### config.mk
export PLATFORM = sky130hd
export DESIGN_NAME = time_display_mux
export DESIGN_NICKNAME = d
export VERILOG_FILES = /design/src/rtl/time_display_mux.sv
export SDC_FILE = /design/constraint.sdc
export NUM_CORES = 1
export LEC_CHECK = 0
export BUFFER_PORTS_ARGS = -buffer_cell sky130_fd_sc_hd__buf_4
export CAP_MARGIN = 30
export CORE_MARGIN = 2
export CORE_UTILIZATION = 57
export DETAILED_ROUTE_END_ITERATION = 10
export PLACE_DENSITY = 0.9
export SYNTH_ARGS = -nofsm -noshare
export SYNTH_HDL_FRONTEND = slang
export SYNTH_SLANG_ARGS = --single-unit
### constraint.sdc
create_clock -name clk -period 5.1 [get_ports clk]
set_input_delay 0.255 -clock clk [delete_from_list [all_inputs] [get_ports clk]]
set_output_delay 0.255 -clock clk [all_outputs]
set_load 0.005 [all_outputs]
### src/rtl/time_display_mux.sv
// time_display_mux: binary hh/mm/ss to BCD, 6-digit multiplexed common-anode 7-segment driver
// with a lap/freeze function. The snapshot only changes at frame boundaries, so every frame
// shows one coherent time.
// Optional feature: define BLANK_LEADING_ZERO_EN to blank the hours tens digit when hour < 10.
module time_display_mux #(
    parameter int unsigned REFRESH_DIV = 1000
) (
    input  logic       clk,
    input  logic       rst,
    input  logic [5:0] sec,
    input  logic [5:0] min,
    input  logic [3:0] hour,
    input  logic       lap,
    output logic [5:0] an,
    output logic [6:0] seg,
    output logic       dp,
    output logic       frozen
);

    typedef enum logic {StRun, StHold} state_e;

    localparam logic [15:0] PrescMax = 16'(REFRESH_DIV - 1);

    state_e      state_q, state_d;
    logic [15:0] presc_q;
    logic [2:0]  idx_q;
    logic [15:0] snap_q;  // {hour, min, sec}
    logic        tick, frame_end, snap_load;

    logic [7:0]  sec_bcd, min_bcd, hour_bcd;
    logic [3:0]  digit;
    logic [5:0]  an_d;
    logic [6:0]  seg_d;
    logic        dp_d;

    // Binary 0..63 to {tens, ones} by repeated subtraction of ten.
    function automatic logic [7:0] to_bcd(input logic [5:0] v);
        logic [3:0] t;
        logic [5:0] r;
        t = 4'd0;
        r = v;
        for (int i = 0; i < 6; i++) begin
            if (r >= 6'd10) begin
                r = r - 6'd10;
                t = t + 4'd1;
            end
        end
        return {t, r[3:0]};
    endfunction

    // Active-low {g,f,e,d,c,b,a} patterns.
    function automatic logic [6:0] seg_of(input logic [3:0] d);
        logic [6:0] s;
        case (d)
            4'd0:    s = 7'b1000000;
            4'd1:    s = 7'b1111001;
            4'd2:    s = 7'b0100100;
            4'd3:    s = 7'b0110000;
            4'd4:    s = 7'b0011001;
            4'd5:    s = 7'b0010010;
            4'd6:    s = 7'b0000010;
            4'd7:    s = 7'b1111000;
            4'd8:    s = 7'b0000000;
            4'd9:    s = 7'b0010000;
            default: s = 7'b1111111;
        endcase
        return s;
    endfunction

    assign tick      = (presc_q == PrescMax);
    assign frame_end = tick && (idx_q == 3'd5);
    assign frozen    = (state_q == StHold);

    // Prescaler and digit index advance.
    always_ff @(posedge clk or posedge rst) begin
        if (rst) begin
            presc_q <= 16'd0;
            idx_q   <= 3'd0;
        end else if (tick) begin
            presc_q <= 16'd0;
            idx_q   <= (idx_q == 3'd5) ? 3'd0 : idx_q + 3'd1;
        end else begin
            presc_q <= presc_q + 16'd1;
        end
    end

    // Freeze next state; snapshot load uses next state so a lap on the boundary takes effect.
    always_comb begin
        state_d = state_q;
        if (lap) begin
            state_d = (state_q == StRun) ? StHold : StRun;
        end
        snap_load = frame_end && (state_d == StRun);
    end

    // Freeze state and snapshot registers.
    always_ff @(posedge clk or posedge rst) begin
        if (rst) begin
            state_q <= StRun;
            snap_q  <= 16'd0;
        end else begin
            state_q <= state_d;
            if (snap_load) begin
                snap_q <= {hour, min, sec};
            end
        end
    end

    assign sec_bcd  = to_bcd(snap_q[5:0]);
    assign min_bcd  = to_bcd(snap_q[11:6]);
    assign hour_bcd = to_bcd({2'b00, snap_q[15:12]});

    // Digit select and decode for the current index.
    always_comb begin
        digit = 4'd0;
        an_d  = 6'b111111;
        dp_d  = 1'b1;
        case (idx_q)
            3'd0: digit = sec_bcd[3:0];
            3'd1: digit = sec_bcd[7:4];
            3'd2: digit = min_bcd[3:0];
            3'd3: digit = min_bcd[7:4];
            3'd4: digit = hour_bcd[3:0];
            3'd5: digit = hour_bcd[7:4];
            default: digit = 4'd0;
        endcase
        if (idx_q <= 3'd5) begin
            an_d[idx_q] = 1'b0;
        end
        dp_d  = !((idx_q == 3'd2) || (idx_q == 3'd4));
        seg_d = seg_of(digit);
`ifdef BLANK_LEADING_ZERO_EN
        if ((idx_q == 3'd5) && (snap_q[15:12] < 4'd10)) begin
            an_d  = 6'b111111;
            seg_d = 7'b1111111;
        end
`endif
    end

    // Registered display outputs.
    always_ff @(posedge clk or posedge rst) begin
        if (rst) begin
            an  <= 6'b111111;
            seg <= 7'b1111111;
            dp  <= 1'b1;
        end else begin
            an  <= an_d;
            seg <= seg_d;
            dp  <= dp_d;
        end
    end

endmodule

# After elaboration in Yosys (flattened, before gate mapping)

Memory sizes are Yosys's and may differ from the RTL's. A register that Yosys moved wholly into a read port is not among the register bits.
Cells that the tools add are included.

Bits in registers: 43
Output and inout port bits: 15
Bits in read-only memories: 112
Bits of input ports: 19
Memories kept: 1
Logic and storage cells: 121

$add $sub $neg: 35
Multiplexer cells: 44
Bitwise gates (word level): 2
Equal/unequal tests: 6
Magnitude comparators: 21
Reduce and logical (&&, ||, !) cells: 6

Memories:

| memory          | depth | width | rd ports | clocked after memory_dff | wr ports | line | RTL |
|---|---|---|---|---|---|---|---|
| (no name shown) | 16    | 7     | 1        | 1                        | 0        | 54   | `case (d)` |

Operator list:

| cell                  | count |
|---|---|
| $ge 6x4->1 const B    | 17 |
| $mux 6                | 16 |
| $sub 6x4->6 const B   | 14 |
| $mux 4                | 18 |
| $add 4x1->4 const B   | 15 |
| $pmux 4 s6            | 1 |
| $add 16x1->16 const B | 1 |
| $eq 16x10->1 const B  | 1 |
| $mux 16               | 1 |
| $sub 4x4->4 const B   | 3 |
| $eq 3x2->1 const B    | 2 |
| $eq 3x3->1 const B    | 2 |
| $mux 1                | 6 |
| $not 6->6             | 1 |
| $sub 4x4->5 const B   | 1 |
| $ge 4x4->1 const B    | 1 |
| $lt 3x4->1 const B    | 1 |
| $add 3x1->3 const B   | 1 |
| $demux 1 s3           | 1 |
| $eq 3x1->1 const B    | 1 |
| $ge 3x1->1 const B    | 1 |
| $le 3x3->1 const B    | 1 |
| $logic_and 1x1->1     | 3 |
| $logic_not 3->1       | 1 |
| 4 further kinds       | 4 |

# Depth between registers and ports, before layout

Gate-level depths: netlist of run 1.

Depth in word-level cells: 13
Depth in mapped cells: 32
Gate-level depth less buffers: 32

# Worst setup path before layout of run 1

OpenSTA, ideal clock, no wires.

Kind: register to register
Start point: reg snap_q[1]
End point: reg seg[5]
Stages on the path, launching flop included: 28
Buffers on the path: 2
Period minus slack after synthesis: 5,710 ps
Required time: 5,025 ps
Library setup time: 75 ps
Slack: -610 ps
Arrival: 5,636 ps
Path through: dfrtp_1 -> inv_1 -> ha_1 -> mux2_2 -> o32a_1 -> buf_2 -> or3_4 -> and2_1 -> buf_6 -> inv_1 -> ha_1 -> inv_1 -> a2111oi_0 -> a221oi_2 -> a21o_1 -> o21ai_1 -> mux2_2 -> ha_1 -> nand2b_1 -> o21a_1 -> ha_1 -> nand4_1 -> o2111ai_1 -> inv_1 -> ha_1 -> inv_1 -> mux2i_1 -> mux2i_1

Cells in the longest elaborated chain, start to end: 13
Elaborated cells on any way between the ends: 30
Those cells by class: add/sub (11); order compare (6); mux (13)

Ends and longest elaborated chain:

| what                                      | line   | RTL |
|---|---|---|
| start, declared                           | 27     | `logic [15:0] snap_q;` |
| start signal, assigned                    | 104    | `snap_q <= {hour, min, sec};` |
| $sub 6x4->6 or $ge 6x4->1 (tied branches) | 44, 43 |  |
| $mux 6 or $mux 1 (tied branches)          | 43     | `if (r >= 6'd10) begin` |
| $sub 6x4->6 (tied with other cells)       | 44     | `r = r - 6'd10;` |
| $mux 6 or $mux 4 (tied branches)          | 43     |  |
| $sub 6x4->6 (tied with other cells)       | 44     |  |
| $mux 6 or $mux 4 (tied branches)          | 43     |  |
| $sub 6x4->6 (tied with other cells)       | 44     |  |
| $mux 6 or $mux 4 (tied branches)          | 43     |  |
| $sub 6x4->6 (tied with other cells)       | 44     |  |
| $mux 6 or $mux 4 (tied branches)          | 43     |  |
| $ge 6x4->1 (tied with other cells)        | 43     |  |
| $mux 4                                    | 43     |  |
| $pmux 4 s6 *                              | 118    | `case (idx_q)` |
| end, declared                             | 15     | `output logic [6:0] seg,` |

Mark *: on every way between the ends. The rest lies on a longest branch, timed or not.
A chain may end at the register's enable or synchronous reset.

# Worst setup path in the final report of run 1

Start point: reg snap_q[13]
End point: reg seg[0]

Cells in the longest elaborated chain, start to end: 13
Elaborated cells on any way between the ends: 30
Those cells by class: add/sub (11); order compare (6); mux (13)

Ends and longest elaborated chain:

| what                                      | line |
|---|---|
| $sub 4x4->5 or $ge 4x4->1 (tied branches) | 44, 43 |
| $mux 6 or $mux 1 (tied branches)          | 43 |
| $sub 6x4->6 (tied with other cells)       | 44 |
| $mux 6 or $mux 4 (tied branches)          | 43 |
| $sub 6x4->6 (tied with other cells)       | 44 |
| $mux 6 or $mux 4 (tied branches)          | 43 |
| $sub 6x4->6 (tied with other cells)       | 44 |
| $mux 6 or $mux 4 (tied branches)          | 43 |
| $sub 6x4->6 (tied with other cells)       | 44 |
| $mux 6 or $mux 4 (tied branches)          | 43 |
| $ge 6x4->1 (tied with other cells)        | 43 |
| $mux 4                                    | 43 |
| $pmux 4 s6 *                              | 118 |

Marks and branches as above.

==> impl_metrics.toml, run 1 <==
[die]
num_rows = 35
die_x_um = 101
die_y_um = 101
core_area_um2 = 9150
top_level_ports = 34
start_util_pct = 58.5
dieArea_um2 = 10200

[logic_synthesis]
synth_flop_cell = "dfrtp_1"
ys_ff_latch = 50
synth_top_area_share_pct = 16.8
synthMostInstantiatedCell = "nand2_1"
yosysSeqAreaShare_pct = 23.7
yosys-top-cells-area = "dfrtp_1 (17%), ha_1 (8.4%), dfstp_2 (6.9%)"
synthArstFlopShare_pct = 100
synthTopCellsByCount = "nand2_1 (61), nor2_1 (55), o21ai_0 (41)"
syn_inst = 654
synth_edf_count = 0
netlist-cell-type-count = 89
yosys_warnings = 0
syn_nets = 709
avgSynthCellArea_um2 = 8.18
syn_area_um2 = 5350
synth_top_area_cell = "dfrtp_1"

[detailed_routing]
top_layer = "met4"
met1_length_um = 7390
drc = 2
first_pass_iters = 9
drtAntennaViolNets = 0
totalWireLength_um = 20700
wl_per_cell_um = 22.2
drt_iter0_drc = 889
wl_met2_um = 9940
wl_met3_um = 1720
via_per_inst = 6.97
vias = 6519

[clock_network]
tritoncts = "yes"
cts_buffer_depth = 2
clk_latency_ns = 0.34
cts-root-buf = "clkbuf_8"
clkTransAtPathRegs_ns = 0.11
cts.sink_count = 50
cts_buffers = 5
cts_max_level = 2

[setup_path]
critPathCaptureType = "register"
startpoint_type = "register"
crit_required_ns = 5.36
r2r_setup_slack_ns = -0.24
crit_type = "reg2reg"
crit_arrival_ns = 5.61
cp_max_fo = 7

[run_status]
status = "finished, violations left"
failed_checks = "design-rule violations, negative setup slack"

[layout]
seq_area_um2 = 1270
fin_util_pct = 82.4
insertedDiodeCount = 0
drive_gt1_share_pct = 42.4
design_area_um2 = 7540
area_delta_synth_final_pct = 41.0
fin_nets = 878
multi_input_area_um2 = 4440
nFillCells = 477

[placed_design]
placed_area_um2 = 6590
place_hpwl_um = 11800
routabilityCongestion = 0.955
port_buffers = 33

[sta]
finalCritPeriodShare_pct = 105
setup_viol = 7
tightest_slew_ns = 0.789
setup_slack_ns = -0.244
clock.fmax_mhz = 187
period_needed_ns = 5.34
rsz0062_at_grt = "yes"
slew_violations = 0
skew_ns = 0.0167
tns_ns = -1.48
hold_viol_final = 0
maxSlewHeadroom_pct = 47.3

[grt]
grt_pass1_vias = 6123
grt_util_all_layers_pct = 35.9
grt_pass1_wl_um = 29500
grt_max_degree = 51
grt_remaining_overflow = 0
antenna_found_initial = 0

[hold_path]
min_path_type = "in2async"

[power_and_ir_drop]
power_density_nw_per_um2 = 336
peakVddDrop_mv = 0.187
p_leak_nw = 3.27

[flow_run]
maxCapViolations = 0
critical path, cell delays in order, from the launching register on:
cell	delay, ns
dfrtp_1	0.43
buf_6	0.14
ha_4	0.17
and3b_2	0.22
o21ai_2	0.17
and2_4	0.19
inv_4	0.04
ha_4	0.16
nand2b_4	0.08
nand4_1	0.20
nand2_2	0.18
o21ai_4	0.08
ha_4	0.28
xnor2_2	0.14
ha_1	0.30
mux2_4	0.30
ha_4	0.18
nand2b_1	0.14
a22o_1	0.22
o21ai_2	0.10
xnor2_2	0.16
nor2_1	0.09
or3_4	0.40
a311oi_2	0.21
o311a_1	0.30
buf_12	0.15
mux2i_1	0.22
per-stage QoR:
stage | hold WS (ns) | total power [mW] | setup WS (ns) | std cells
after global routing | 0.135 | 2.64 | -0.435 | 935
after detailed placement | 0.454 | 1.80 | -0.505 | 884
after CTS | 0.120 | 2.23 | 0.000404 | 915
final | 0.0743 | 2.53 | -0.244 | 935
after global placement | 0.437 | 1.73 | -0.103 | 884
after floorplan | 0.362 | 1.34 | -0.337 | 654
cell usage in the layout, fill, tap and decap left out, types with 10 or more instances in the layout:
cell type  count
a21oi_1       26
buf_4        179
dfrtp_1       33
dfstp_2       14
ha_1          19
ha_4          13
inv_1         19
inv_2         11
mux2_2        13
mux2i_1       12
nand2_1       56
nand3_1       21
nand4_1       10
nor2_1        50
nor3_1        11
o211ai_1      10
o21ai_0       28
o21ai_1       16
xnor2_1       21
xor2_1        16
sequential cells by signal (all words and copies together), names as in the netlist:
signal / flops
seg: 7
frozen: 1
snap_q: 16
an: 6
idx_q: 3
presc_q: 16
dp: 1
cell type report:
cell class	count	area share, %
clock buffer	5	0.912
clock inverter	3	0.647
inverter	34	1.82
multi-input combinational	546	58.8
sequential	50	16.9
tap	111	1.84
timing repair buffer	186	19.1
path summary, 6_finish.rpt:
check                             from           to  cells past startpoint
hold reg to reg            presc_q[15]  presc_q[15]                      1
setup / recovery            snap_q[13]       seg[0]                     26
hold / removal                     rst       frozen                      3
setup reg to reg            snap_q[13]       seg[0]                     26
max in group asynchronous          rst   presc_q[1]                      3
min in group clk                sec[2]    snap_q[2]                      3
cells by family (layout without fill, tap and decap cells):
| family | count (synthesis) | after routing | share of synthesized area (%) |
|---|---|---|---|
| compound gates | 195 | 195 | 26.8 |
| fa+ha+maj | 36 | 36 | 8.42 |
| buf+inv | 58 | 228 | 4.40 |
| simple gates | 236 | 236 | 22.3 |
| mux | 34 | 34 | 6.76 |
| flops | 50 | 50 | 23.7 |
| xor+xnor | 45 | 45 | 7.65 |
power breakdown:
group / internal (mW) / leakage (nW) / switching [mW] / total [mW]
Sequential: 0.460 / 0.600 / 0.0245 / 0.484
Combinational: 0.852 / 2.61 / 0.887 / 1.74
Clock: 0.150 / 0.0563 / 0.160 / 0.310
Total: 1.46 / 3.27 / 1.07 / 2.53
metal layers:
layer	vias up	global-route usage, %
met5	-	0
met1	3074	40.9
met4	0	18.3
li1	2755	-
met2	503	64.6
met3	187	5.62
timing repair:
item                                    in CTS  in global routing
hold buffers                                 0                  0
gates resized for setup                     36                 90
cloned                                       0                  0
pin swaps                                   22                 49
endpoints found under the setup margin       7                  7
setup buffers                               23                 21
(Power assumes the default switching activity.)
==> run 2: changes to the inputs <==
Settings changed: CORE_UTILIZATION 57 to 45, PLACE_DENSITY 0.9 to unset.
==> run 2 against run 1 <==
The run still ends with design-rule violations, negative setup slack left. Global-route usage decreased by 11 points. Wire length decreased by 18%. Total power decreased by 2.1%. Core utilization decreased by 14 points. Critical path depth increased by 5. Sequential share of layout area decreased by 0.66 points. Maximum frequency increased by 2.6%. Largest power group unchanged. Final cell count increased by 6.1%. Design area increased by 4.0%. Clock power increased by 16%.
==> impl_metrics.toml, run 2 (synthesized netlist as in run 1, its figures left out) <==
[detailed_routing]
vias = 5824
via_per_inst = 5.87
wl_per_cell_um = 17.1
drt_iter0_drc = 382
first_pass_iters = 8
totalWireLength_um = 17000
drtAntennaViolNets = 0
drc = 1

[placed_design]
routabilityCongestion = 0.897
place_hpwl_um = 11900
port_buffers = 33
place_ws_ns = -0.545
placed_area_um2 = 6770
dp_cells = 933

[layout]
final_common_cell = "buf_4"
nFillCells = 905
most-common-layout-cells = "buf_4 (202), nand2_1 (56), nor2_1 (50)"
final-instance-count-excl-fill = 992
insertedDiodeCount = 0
multi_input_area_um2 = 4470
reg_top3 = "presc_q x16, snap_q x16, seg x7"
seq_area_um2 = 1270
area_delta_synth_final_pct = 46.6
drive_gt1_share_pct = 43.8
fin_nets = 903
design_area_um2 = 7840

[clock_network]
clkTransAtPathRegs_ns = 0.07
cts-root-buf = "clkbuf_16"
cts.sink_count = 50
clk_latency_ns = 0.30
cts_buffer_depth = 2
tritoncts = "yes"
cts_buffers = 5
cts_max_level = 2

[power_and_ir_drop]
peakVddDrop_mv = 0.261
power_density_nw_per_um2 = 316
p_leak_nw = 3.42

[sta]
hold_slack_ns = 0.160
tns_ns = -0.495
period_needed_ns = 5.21
hold_viol_final = 0
setup_slack_ns = -0.109
tightest_slew_ns = 1.08
clock.fmax_mhz = 192
finalCritPeriodShare_pct = 102
skew_ns = 0.00510
slew_violations = 0
rsz0062_at_grt = "yes"
maxSlewHeadroom_pct = 28.0
setup_viol = 7

[setup_path]
cp_top_family = "adder cells"
cp_num_buf_inv = 9
r2r_cells = 31
crit_top_cell = "buf_4"
max_stage_delay_ns = 0.39
reg2reg_to = "seg[6]"
critPathCaptureType = "register"
r2r_setup_slack_ns = -0.11
critPathSlowestCell = "dfrtp_1"
crit_arrival_ns = 5.43
cp.depth = 31
crit_required_ns = 5.32
startpoint_type = "register"
critPathCapture = "seg[6]"
r2r_start = "snap_q[14]"
cp_max_fo = 4
crit_type = "reg2reg"
critPathLaunch = "snap_q[14]"

[run_status]
failed_checks = "design-rule violations, negative setup slack"
status = "finished, violations left"

[grt]
grt_remaining_overflow = 0
grt_max_degree = 43
antenna_found_initial = 0
grt_util_all_layers_pct = 25.4
grt_pass1_vias = 5743
grt_pass1_wl_um = 26800

[flow_run]
maxCapViolations = 0

[die]
num_rows = 39
top_level_ports = 34
dieArea_um2 = 12800
start_util_pct = 46.5
die_x_um = 113
die_y_um = 113
core_area_um2 = 11500

[hold_path]
min_path_type = "in2reg"
-- run 2: through the flow --
stage                     power, mW  utilization (%)
after floorplan                1.34                -
after global placement         1.78             58.6
after detailed placement       1.81             58.8
after CTS                      2.29             64.0
after global routing           2.64             68.1
final                          2.48             68.1
-- run 2: worst min-delay path: cells and delay by family --
family / cells / cell delay, ns
simple gates: 1 / 0.03
compound gates: 1 / 0.06
buf+inv: 1 / 0.08
-- run 2: worst min-delay path by stage --
| stage | endpoint | from | cells past startpoint | slack (ns) |
|---|---|---|---|---|
| after global placement | presc_q[0] | presc_q[0] | 1 | 0.45 |
| final | snap_q[7] | min[1] | 3 | 0.16 |
| after global routing | snap_q[7] | min[1] | 3 | 0.17 |
| after floorplan | frozen | lap | 1 | 0.36 |
| after CTS | snap_q[7] | min[1] | 3 | 0.16 |
| after detailed placement | snap_q[13] | rst | 2 | 0.20 |
-- run 2: layout make-up --
cell class | instances | share of cell area, %
multi-input cells | 546 | 56.9
repair buffers | 211 | 20.9
flip-flops and latches | 50 | 16.2
well taps | 143 | 2.28
clock buffers | 6 | 1.77
inverters | 34 | 1.72
clock inverters | 2 | 0.207
-- run 2: per-layer routing --
| metal | GRT usage [%] | routed length [µm] |
|---|---|---|
| met5 | 0 | 0 |
| met4 | 6.67 | 293 |
| met2 | 43.6 | 8310 |
| met1 | 33.4 | 7830 |
| met3 | 3.96 | 517 |
-- run 2: repair_timing --
action | in CTS | in global routing
setup buffers | 34 | 17
pin swaps | 28 | 45
gates resized for setup | 45 | 77
hold endpoints to repair | 8 | 0
setup endpoints to repair | 7 | 7
hold buffers | 1 | 0
-- run 2: power by group --
part | switching [mW] | internal (mW) | leakage [nW]
sequential | 0.0243 | 0.460 | 0.601
clock | 0.163 | 0.198 | 0.0735
combinational | 0.800 | 0.833 | 2.74
total | 0.988 | 1.49 | 3.42
==> run 3: changes to the inputs <==
Settings changed: CORE_UTILIZATION 45 to 55, PLACE_DENSITY set to 0.76, SKIP_CTS_REPAIR_TIMING set to 1.
==> run 3 against run 2 <==
The run ends with negative setup slack left. Wire length is 0.53% lower. Flip-flop and latch count unchanged. Total power shrank 2.6%. Final cell count is 4.7% lower. Maximum frequency rose by 0.13%. Combinational power about the same. Clock power shrank 25%. Non-clock buffer count down 33. Clock skew grew 0.0010 ns. Hold slack got worse by 0.035 ns. Critical path type unchanged. Highest routed layer unchanged.
==> impl_metrics.toml, run 3 (synthesized netlist as in run 1, its figures left out) <==
[run_status]
status = "finished, violations left"
failed_checks = "negative setup slack"

[sta]
slew_violations = 0
period_needed_ns = 5.20
hold_slack_ns = 0.125
setup_slack_ns = -0.103
tightest_slew_ns = 0.783
maxSlewHeadroom_pct = 47.8
tns_ns = -0.471
skew_ns = 0.00610
finalCritPeriodShare_pct = 102
rsz0062_at_grt = "yes"
setup_viol = 7
hold_viol_final = 0
clock.fmax_mhz = 192

[placed_design]
routabilityCongestion = 0.968
dp_cells = 910
port_buffers = 33
place_hpwl_um = 11100

[grt]
grt_pass1_wl_um = 23200
antenna_found_initial = 0
grt_max_degree = 44
grt_remaining_overflow = 0
grt_util_all_layers_pct = 26.8
grt_pass1_vias = 5165

[hold_path]
min_path_type = "in2reg"
min_path_cells = 3
min_from = "sec[4]"
holdPathEnd = "snap_q[4]"

[setup_path]
r2r_setup_slack_ns = -0.10
crit_type = "reg2reg"
cp_max_fo = 4
crit_required_ns = 5.36
r2r_start = "snap_q[14]"
startpoint_type = "register"
critPathCaptureType = "register"
crit_arrival_ns = 5.46
reg2reg_to = "seg[3]"
r2r_cells = 27

[clock_network]
clkTransAtPathRegs_ns = 0.11
tritoncts = "yes"
cts_max_level = 2
clk_latency_ns = 0.32
cts_buffers = 5
cts-root-buf = "clkbuf_8"
cts.sink_count = 50
cts_buffer_depth = 2

[die]
start_util_pct = 57.4
num_rows = 35
dieArea_um2 = 10500
core_area_um2 = 9330
die_y_um = 103
top_level_ports = 34
die_x_um = 103

[layout]
area_delta_synth_final_pct = 39.9
insertedDiodeCount = 0
seq_area_um2 = 1270
final-instance-count-excl-fill = 945
most-common-layout-cells = "buf_4 (170), nand2_1 (58), nor2_1 (49)"
multi_input_area_um2 = 4430
drive_gt1_share_pct = 41.3
fin_nets = 870
fin_util_pct = 80.2
reg_top3 = "presc_q x16, snap_q x16, seg x7"
nFillCells = 587
final_common_cell = "buf_4"

[power_and_ir_drop]
peakVddDrop_mv = 0.192
p_total_mw = 2.41
p_leak_nw = 3.23
power_density_nw_per_um2 = 322

[detailed_routing]
via_per_inst = 6.30
drc = 0
totalWireLength_um = 16900
first_pass_iters = 5
vias = 5955
wl_per_cell_um = 17.8
drtAntennaViolNets = 0
drt_iter0_drc = 492

[flow_run]
maxCapViolations = 0
[run 3: cell count changes in the layout (fill, tap and decap cells not counted), sizes merged]
cell      before  now
buf          210  177
clkbuf         6    5
clkinv         0    2
clkinvlp       1    0
[run 3: worst max-delay path by stage]
stage | from | end | slack (ns) | depth (start not counted)
2_1_floorplan | snap_q[1] | seg[0] | -0.34 | 25
3_3_place_gp | snap_q[2] | seg[6] | -0.16 | 25
3_5_place_dp | snap_q[13] | seg[4] | -0.43 | 30
4_1_cts | snap_q[13] | seg[3] | -0.50 | 29
5_1_grt | snap_q[14] | seg[3] | -0.32 | 29
6_report | snap_q[14] | seg[3] | -0.10 | 27
[run 3: routing by layer]
metal,GRT usage [%],wire length [µm]
met1,35.6,7000
met2,47.1,8240
met3,2.24,1000
met4,7.28,624
met5,0,0
[run 3: through the flow]
step | worst slack [ns] | cell area (µm²)
2_1_floorplan | -0.337 | 5480
3_3_place_gp | -0.156 | 6660
3_5_place_dp | -0.426 | 6680
4_1_cts | -0.501 | 6780
5_1_grt | -0.318 | 7480
6_report | -0.103 | 7480
[run 3: critical path: stages (launching register included)]
cell       delay (ns)
dfrtp_1          0.38
inv_2            0.07
buf_6            0.12
ha_4             0.15
and3b_2          0.21
o21ai_2          0.15
and2_4           0.16
inv_2            0.04
ha_4             0.16
nand2b_4         0.08
nand4_1          0.14
nand2_1          0.15
o21ai_2          0.08
ha_1             0.35
xnor2_2          0.16
ha_1             0.32
mux2_4           0.29
ha_4             0.29
nor2_4           0.03
nor2_1           0.10
ha_1             0.24
a21oi_2          0.15
o32ai_2          0.11
a221oi_2         0.34
o2111ai_4        0.26
ha_4             0.34
mux2i_1          0.08
mux2i_2          0.16
[run 3: area by class of cell]
class                           instances  share of cell area [%]
Multi-Input combinational cell        546                    59.1
Timing Repair Buffer                  178                    18.6
Sequential cell                        50                    17.0
Tap cell                              129                    2.16
Inverter                               34                    1.81
Clock buffer                            5                   0.919
Clock inverter                          3                   0.384
[run 3: power breakdown]
part           internal [mW]  switching [mW]
sequential             0.460          0.0231
clock                  0.102           0.169
combinational          0.827           0.832
